===== src/rtl/prienc_arb_reg.sv =====
// prienc_arb_reg: registered N-input priority encoder / arbiter.
// Encodes a request vector into a binary index, a one-hot grant and a
// "more than one request" flag. It uses either fixed priority (highest index
// wins) or round-robin (rotating pointer). The result is held in an output
// register behind a valid/ready handshake.
//
// Ports:
//   clk        system clock, rising edge
//   rst_n      asynchronous active-low reset
//   mode       0 = fixed priority, 1 = round-robin
//   req        request vector, bit i = requester i
//   out_ready  downstream accepts the current result
//   out_valid  output register holds a result
//   out_code   binary index of the granted requester
//   out_grant  one-hot grant, bit out_code set
//   out_multi  more than one req bit was set when sampled
module prienc_arb_reg #(
   parameter  int unsigned N = 8,
   localparam int unsigned W = $clog2(N)
) (
   input  logic         clk,
   input  logic         rst_n,
   input  logic         mode,
   input  logic [N-1:0] req,
   input  logic         out_ready,
   output logic         out_valid,
   output logic [W-1:0] out_code,
   output logic [N-1:0] out_grant,
   output logic         out_multi
);

   logic         out_valid_q, out_valid_d;
   logic [W-1:0] out_code_q,  out_code_d;
   logic [N-1:0] out_grant_q, out_grant_d;
   logic         out_multi_q, out_multi_d;
   logic [W-1:0] ptr_q,       ptr_d;

   logic         load;
   logic [W-1:0] fix_win;
   logic [W-1:0] rr_win;
   logic [W-1:0] win;
   logic [N-1:0] win_grant;
   logic [W-1:0] ptr_next;
   int           idx;
   logic [W-1:0] idx_w;

   // Winner selection for both modes
   always_comb begin
      fix_win = '0;
      rr_win  = '0;
      idx     = 0;
      idx_w   = '0;
      // Ascending scan: the last hit is the highest set index
      for (int i = 0; i < int'(N); i++) begin
         if (req[W'(i)]) fix_win = W'(i);
      end
      // Descending offset scan from ptr: the last hit is the nearest at/after ptr
      for (int k = int'(N) - 1; k >= 0; k--) begin
         idx = int'(ptr_q) + k;
         if (idx >= int'(N)) idx = idx - int'(N);
         idx_w = W'(idx);
         if (req[idx_w]) rr_win = idx_w;
      end
      win            = mode ? rr_win : fix_win;
      win_grant      = '0;
      win_grant[win] = 1'b1;
      // Explicit wrap so non-power-of-2 N never reaches an illegal pointer value
      ptr_next       = (win == W'(N - 1)) ? '0 : win + W'(1);
   end

   // Output register and pointer next-state
   always_comb begin
      out_valid_d = out_valid_q;
      out_code_d  = out_code_q;
      out_grant_d = out_grant_q;
      out_multi_d = out_multi_q;
      ptr_d       = ptr_q;
      load        = !out_valid_q || out_ready;
      if (load) begin
         if (req != '0) begin
            out_valid_d = 1'b1;
            out_code_d  = win;
            out_grant_d = win_grant;
            out_multi_d = ($countones(req) > 1);
            if (mode) ptr_d = ptr_next;
         end else begin
            out_valid_d = 1'b0;
         end
      end
   end

   always_ff @(posedge clk or negedge rst_n) begin
      if (!rst_n) begin
         out_valid_q <= 1'b0;
         out_code_q  <= '0;
         out_grant_q <= '0;
         out_multi_q <= 1'b0;
         ptr_q       <= '0;
      end else begin
         out_valid_q <= out_valid_d;
         out_code_q  <= out_code_d;
         out_grant_q <= out_grant_d;
         out_multi_q <= out_multi_d;
         ptr_q       <= ptr_d;
      end
   end

   assign out_valid = out_valid_q;
   assign out_code  = out_code_q;
   assign out_grant = out_grant_q;
   assign out_multi = out_multi_q;

endmodule


===== config.mk =====
export PLATFORM = sky130hd
export DESIGN_NAME = prienc_arb_reg
export DESIGN_NICKNAME = d
export VERILOG_FILES = /design/src/rtl/prienc_arb_reg.sv
export SDC_FILE = /design/constraint.sdc
export NUM_CORES = 1
export LEC_CHECK = 0
export ABC_AREA = 1
export CAP_MARGIN = 20
export CORE_MARGIN = 5
export CORE_UTILIZATION = 55
export CTS_CLUSTER_SIZE = 16
export DETAILED_ROUTE_END_ITERATION = 7
export MAX_ROUTING_LAYER = met4
export PLACE_DENSITY = 0.81
export SLEW_MARGIN = 25
export SYNTH_ARGS = -nofsm -noshare
export SYNTH_HDL_FRONTEND = slang
export SYNTH_SLANG_ARGS = --single-unit

===== constraint.sdc =====
create_clock -name clk -period 3.7 [get_ports clk]
set_input_delay 0.925 -clock clk [delete_from_list [all_inputs] [get_ports clk]]
set_output_delay 0.925 -clock clk [all_outputs]
set_load 0.02 [all_outputs]

# Yosys cells after proc, flatten, opt, wreduce, memory -nomap -nowiden
# Index checks and enable logic that the tools add are counted.
# op_classes
add_sub_neg	23
magnitude_cmp	19
eq_ne	1
n_mux	40
n_reduce_logical	6
# ops
operator	count
$mux 3	20
$lt 3x4->1 const B	9
$ge 4x4->1 const B	7
$bmux 1 s3	8
$sub 3x1->3 const B	8
$add 3x3->4 const B	4
$mux 1	11
$add 1x1->2	4
$add 3x2->4 const B	2
$reduce_bool 8->1	1
$add 2x2->3	2
$add 3x1->4 const B	1
$add 3x3->4	1
$ge 3x4->1 const B	1
$gt 4x1->1 const B	1
$add 3x1->3 const B	1
$demux 1 s3	1
$eq 3x3->1 const B	1
$ge 3x1->1 const B	1
$reduce_and 3->1	1
$reduce_and 2->1	1
$logic_and 1x1->1	1
$logic_not 1->1	1
$logic_or 1x1->1	1
# totals
ff_bits	16
inputBits	12
out_inout_bits	13
elab_cells	94

# Logic depth before layout (Yosys ltp)
# Gate-level depths: netlist of the first run.
# logic_depth
word_depth	18
ltp_mapped	23
depth_no_buf	23

# Worst setup path before layout of the first run
# OpenSTA, ideal clock, no wires.
# synth_timing
kind	input-to-reg
start	input port req[0]
end	register out_multi_q, in the netlist out_multi
setup_time_ns	0.082
t_arrival_ns	3.317
required_ns	3.618
path_slack_ns	0.302
cell_stages	10
n_path_buf	0
cell_sequence	fa_1 > inv_1 > fa_1 > fa_1 > inv_1 > ha_1 > inv_1 > fa_1 > o21a_1 > a31oi_1
# synth_between
elab_chain_cells	4
elab_cells_between_ends	6
classes_between	add/sub: 3; order compare: 1; reduce/logical: 2
# synth_rtl
item	line	source
start, declared	24	input logic [N-1:0] req,
$add 1x1->2 (implied by the code)	84	out_multi_d = ($countones(req) > 1);
$add 2x2->3 (implied by the code)	84	
$add 3x3->4 (implied by the code)	84	
$gt 4x1->1	84	
end signal, assigned	103	out_multi_q <= out_multi_d;
end, declared	35	logic out_multi_q, out_multi_d;
# Parallel ways exist; a longest one is shown, timed or not.
# A chain may end at the register's enable or synchronous reset.

# Worst setup path in the final report of the first run
# Same ends and word-level chain as after synthesis.

==> results of run 1 <==
[layer usage]
layer | share of wire | wire length [µm]
met1 | 0.49 | 1720
met2 | 0.47 | 1650
met3 | 0.024 | 84
met4 | 0.0075 | 26
met5 | 0 | 0
[what timing repair did]
item | in CTS | in global routing
endpoints found under the setup margin | 0 | 1
hold buffers | 0 | 0
gates resized for setup | 0 | 4
[per-stage QoR]
step,hold WS (ns),setup WS [ns],total power [mW],utilization
after floorplan,0.591,0.302,1.55,-
after detailed placement,0.465,-0.253,1.85,0.652
final,0.490,0.293,1.97,0.668
after global placement,0.464,-0.247,1.84,0.652
after global routing,0.525,0.120,2.20,0.668
after CTS,0.490,0.0113,1.97,0.664
[worst max-delay path by stage]
| stage | end | startpoint | slack (ns) |
|---|---|---|---|
| 2_1_floorplan | out_multi | req[0] | 0.30 |
| 3_3_place_gp | out_multi | req[0] | -0.25 |
| 3_5_place_dp | out_multi | req[0] | -0.25 |
| 4_1_cts | out_multi | req[0] | 0.01 |
| 5_1_grt | out_multi | req[0] | 0.12 |
| 6_report | out_multi | req[0] | 0.29 |
[worst max-delay path, delay by kind of cell]
kind	cells	cell delay, ns
adders and majority gates	5	2.14
buffers and inverters	4	0.32
AOI/OAI and AO/OA	2	0.19
[flip-flops by register name, summed over array words and instances (netlist names)]
name       count
out_code       3
out_valid      1
ptr_q          3
out_multi      1
out_grant      8
[power by group]
part	internal [mW]	switching, mW
sequential	0.240	0.0650
combinational	0.578	0.976
clock	0.0600	0.0545
total	0.878	1.10
[cell usage after synthesis]
| master | instances |
|---|---|
| nand2_1 | 86 |
| inv_1 | 29 |
| nand3_1 | 20 |
| dfrtp_1 | 16 |
| nand2_2 | 16 |
| nand3_2 | 15 |
| nor2_1 | 11 |
| a21oi_1 | 8 |
| ha_1 | 8 |
| o21ai_0 | 7 |
| fa_1 | 4 |
| inv_2 | 4 |
| buf_6 | 3 |
| inv_4 | 3 |
| a21oi_2 | 2 |
| a31oi_1 | 2 |
| nand3_4 | 2 |
| nor2_2 | 2 |
| a21oi_4 | 1 |
| clkbuf_1 | 1 |
| nor2_4 | 1 |
| nor3_1 | 1 |
| o21a_1 | 1 |
| xnor2_2 | 1 |
[kinds of logic after synthesis]
kind of cell             Yosys count  synth area share
adder cells (fa/ha/maj)           12             0.107
AND/OR/NAND/NOR                  154             0.462
AO/OA/AOI/OAI                     21            0.0765
buffers and inverters             40             0.107
flip-flops                        16             0.238
XOR/XNOR                           1           0.00966
[layout make-up]
cell class / count / area [µm²]
tap: 33 / 41.3
timing repair buffer: 28 / 278
clock buffer: 4 / 36.3
multi-input combinational: 188 / 1110
fill: 266 / 998
inverter: 36 / 143
sequential: 16 / 400
==> metrics, run 1 <==
Hold Vio Cnt, Final=0; commonest non-fill, non-tap cells in the layout=86 x nand2_1, 29 x inv_1, 21 x clkdlybuf4s50_1; CTS root buf=clkbuf_4; GR Layer Usage met3=0.0103; # rows=20; num ports=25; Leak=roughly 1.1 nW; Remaining Overflow, GRT=0; unrepaired setup endpoints after global routing=no; vias in the first global route=1497; RR Endpoint=ptr_q[0]; GR peak layer=met2; GP Congestion=0.905; met2 usage=0.290; share of layout cells above drive strength 1=0.206; Clock Latency Late Sink=about 0.29 ns; Hold Startpoint=out_grant[3]; Req. time, crit path=between 3 and 4 ns; number of diodes=0; Cells after Synth=244; first-pass GRT wire length=between 6000 and 7000 µm; nets@finish=between 200 and 300; Post-DP HPWL=2830 µm; pin count of the biggest net entering global routing=17; critical path launch point type=input port; CTS max path bufs=2; Max Slew Vio Count=0; gr usage total=0.184; crit path cell chain=dlymetal6s2s_1 -> fa_1 -> inv_1 -> fa_1 -> fa_1 -> inv_1 -> ha_2 -> inv_1 -> fa_1 -> o21a_1 -> a31oi_1; core area=0.00300 mm²; Hold Crit Class=reg2reg; Synth Register Bits=16; slowest stage cell on the critical path=fa_1; slew at the pin closest to its max-slew limit=0.697 ns; I/O Buffers=24; most used cell, CP=fa_1; Post-route DRC=0; post-synthesis cell area=0.00168 mm²; Die Height=around 65 µm; Period Utilization, post-route=0.921; Via density=a little over 5; DIE WIDTH=roughly 65 µm; Syn-to-layout area delta=19.0%; Layout Cells excl Fill=roughly 310; dpl cell area=between 0.0015 and 0.002 mm²; H-tree depth=1; largest area contributor in the netlist=dfrtp_1; met1 usage=0.256; Worst R2R Start=ptr_q[1]; Syn. warnings=0; Setup violations, final=0; Final ANT Viol Nets=0; fin crit period=roughly 3.4 ns; maxcap violations=0; relative slew slack=0.534; Placed Cells=approximately 300; Avg WL per Cell=roughly 11 µm; DRT Wirelength=between 3000 and 4000 µm; DR vias=approximately 1500; PD cells=984 mW/mm²; Mapped Nets=~270; initial antenna violation count=0; drt pass-1 iters=4; setup TNS=0 ns; reg2reg setup slack=0.65 ns; CP peak stage delay=0.54 ns; initial core utilization=0.561; largest fanout on the critical path=2; number of setup buffers added after CTS=0; number of distinct library cells after synthesis=24; WHS Endpoint=out_grant[3]; outcome=finished, final reports clean; most common cell after layout, fill and taps aside=nand2_1; Die ar.=0.00427 mm²; Area contributors post-synth=dfrtp_1 24%, nand2_1 19%, nand3_2 8.9%, inv_1 6.5%, ha_1 5.9%; Critical Path AT=3.57 ns; Final Instance Area=approximately 0.0020 mm²; Reg clk slew, reported paths=around 0.090 ns; fmax=0.294 GHz; top cell type's share of synthesized area=0.238; Max VDD drop=between 400 and 500 µV; critical path class=in2reg; Setup crit end kind=flip-flop; TritonCTS clock tree=built; DR iter-0 viols=81; cell count of the worst hold path=2; Syn Area/Cell=6.90 µm²; CTS Buf Count=3; FF-to-FF path depth=22; clk sinks=16; clk_skew=between 0.005 and 0.006 ns; sequential area share after synthesis=0.238
(Power assumes the default switching activity.)
==> inputs of run 2 (changes only) <==
- CORE_ASPECT_RATIO: unset -> 0.6
==> metrics, run 2 (synthesis results as in run 1) <==
RR Endpoint=ptr_q[0]; GP Congestion=0.937 (+3.5%); reg2reg setup slack=0.52 ns (-0.13 ns); Fillers=264 (-0.75%); Hold Startpoint=out_grant[0]; vias in the first global route=1479 (-1.2%); number of diodes=0 (unchanged); Final WS setup=0.161 ns (-0.132 ns); Post-DP HPWL=3320 µm (+17%); maxcap violations=0 (unchanged); TritonCTS clock tree=built; unrepaired setup endpoints after global routing=no; CTS hold repair buffers=0 (unchanged); fin crit period=3.54 ns (+0.132 ns); Worst R2R Start=ptr_q[1]; drt pass-1 iters=4 (unchanged); setup TNS=0 ns (unchanged); fmax=0.283 GHz (-3.7%); Req. time, crit path=3.82 ns (-0.04 ns); Avg WL per Cell=12.8 µm (+12%); commonest non-fill, non-tap cells in the layout=86 x nand2_1, 29 x inv_1, 21 x clkdlybuf4s50_1; pin count of the biggest net entering global routing=17 (unchanged); CP delay by family, top=adder cells; Placed Cells=310 (+3.0%); clk_skew=0.00325 ns (-0.00230 ns); relative slew slack=0.534 (about the same); Setup violations, final=0 (unchanged); critical path launch point type=input port; Syn-to-layout area delta=20.7%; Die ar.=0.00430 mm² (+0.84%); Largest register FFs=8 (unchanged); num ports=25 (unchanged); Max VDD drop=794 µV (+91%); clk sinks=16 (unchanged); FF-to-FF path depth=21 (-4.5%); Critical Path AT=3.66 ns (+0.09 ns); initial core utilization=0.579 (+0.0181); Final Util=0.699 (+0.0314); core area=0.00291 mm² (-3.1%); critical path class=in2reg; cell count of the worst hold path=2 (unchanged); # rows=15 (-25%); Leak=1.09 nW (about the same); Via density=5.11 (+1.6%); DIE WIDTH=81.4 µm (+25%); CTS max path bufs=2 (unchanged); first-pass GRT wire length=7030 µm (+12%); initial antenna violation count=0 (unchanged); Final Power=2.08 mW (+5.3%); Period Utilization, post-route=0.956 (+0.0357); Reg clk slew, reported paths=0.06 ns (-0.03 ns); DRT Wirelength=4010 µm (+15%); share of layout cells above drive strength 1=0.210 (+0.00368); Setup crit end kind=flip-flop; slew at the pin closest to its max-slew limit=0.697 ns (-0.000438 ns); footprint of the multi-input gates=0.00111 mm² (+0.23%); H-tree depth=1 (unchanged); FF/Latch Area=400 µm² (unchanged); WHS Endpoint=out_grant[0]; nets@finish=297 (unchanged); Max Slew Vio Count=0 (unchanged); Clock Latency Late Sink=0.25 ns (-0.04 ns); Die Height=52.9 µm (-19%); Remaining Overflow, GRT=0 (unchanged); CP peak stage delay=0.53 ns (about the same); Place WS=-0.287 ns (-0.0332 ns); largest fanout on the critical path=2 (unchanged); Hold Crit Class=reg2reg; Buf+Inv Stages, Crit Path=4 (unchanged); PD cells=1020 mW/mm² (+3.8%); most common cell after layout, fill and taps aside=nand2_1; CTS Buf Count=3 (unchanged); DR iter-0 viols=90 (+11%); DR vias=1606 (+4.6%); I/O Buffers=24 (unchanged); slowest stage cell on the critical path=fa_1; Final ANT Viol Nets=0 (unchanged); gr usage total=0.217 (+0.0332); outcome=finished, final reports clean; Layout Cells excl Fill=314 (+3.0%); crit path cell chain=dlygate4sd2_1 -> fa_1 -> inv_1 -> fa_1 -> fa_1 -> inv_1 -> ha_2 -> inv_1 -> fa_2 -> o21a_1 -> a31oi_1; CTS root buf=clkbuf_8; Post-route DRC=0 (unchanged); Hold Vio Cnt, Final=0 (unchanged); number of setup buffers added after CTS=0 (unchanged)
## run 2: cell count changes in the layout (fill, tap and decap cells not counted), sizes merged
cell          delta
dlygate4sd2      +1
dlymetal6s2s     -1
## run 2: tightest hold or removal path, delay by kind of cell (launching register included)
family	cells	cell delay [ns]
flip-flops	1	0.34
AND/OR/NAND/NOR	2	0.10
## run 2: final cells by class
type / instances / area share
repair buffers: 28 / 0.135
multi-input cells: 188 / 0.545
inverters: 36 / 0.0702
clock buffers: 4 / 0.0271
well taps: 42 / 0.0258
flip-flops and latches: 16 / 0.197
## run 2: stage by stage
stage | cell area (µm²) | hold slack, ns
after global placement | 1970 | 0.465
after CTS | 2020 | 0.482
after detailed placement | 1970 | 0.464
final | 2030 | 0.477
after global routing | 2030 | 0.502
after floorplan | 1680 | 0.591
## run 2: power breakdown
part	leakage, nW	switching (mW)	total [mW]	internal (mW)
clock	0.0288	0.0589	0.153	0.0943
sequential	0.200	0.0679	0.308	0.241
combinational	0.856	1.04	1.62	0.580
## run 2: worst max-delay path by stage
stage	endpoint	from	depth (start not counted)
4_1_cts	out_multi	req[1]	13
2_1_floorplan	out_multi	req[0]	10
6_report	out_multi	req[0]	11
5_1_grt	out_multi	req[0]	11
3_5_place_dp	out_multi	req[0]	11
3_3_place_gp	out_multi	req[0]	11
## run 2: per-layer routing
layer,up-vias,GRT usage,share of wire
met5,-,-,0
met4,0,0.0169,0
met3,0,0.0391,0.074
met2,49,0.293,0.40
met1,731,0.343,0.53
li1,826,-,-
## run 2: timing repair
| item | 4_1_cts | 5_1_grt |
|---|---|---|
| gates resized for setup | 1 | 4 |
| setup endpoints to repair | 1 | 1 |
| gates cloned | 0 | 0 |
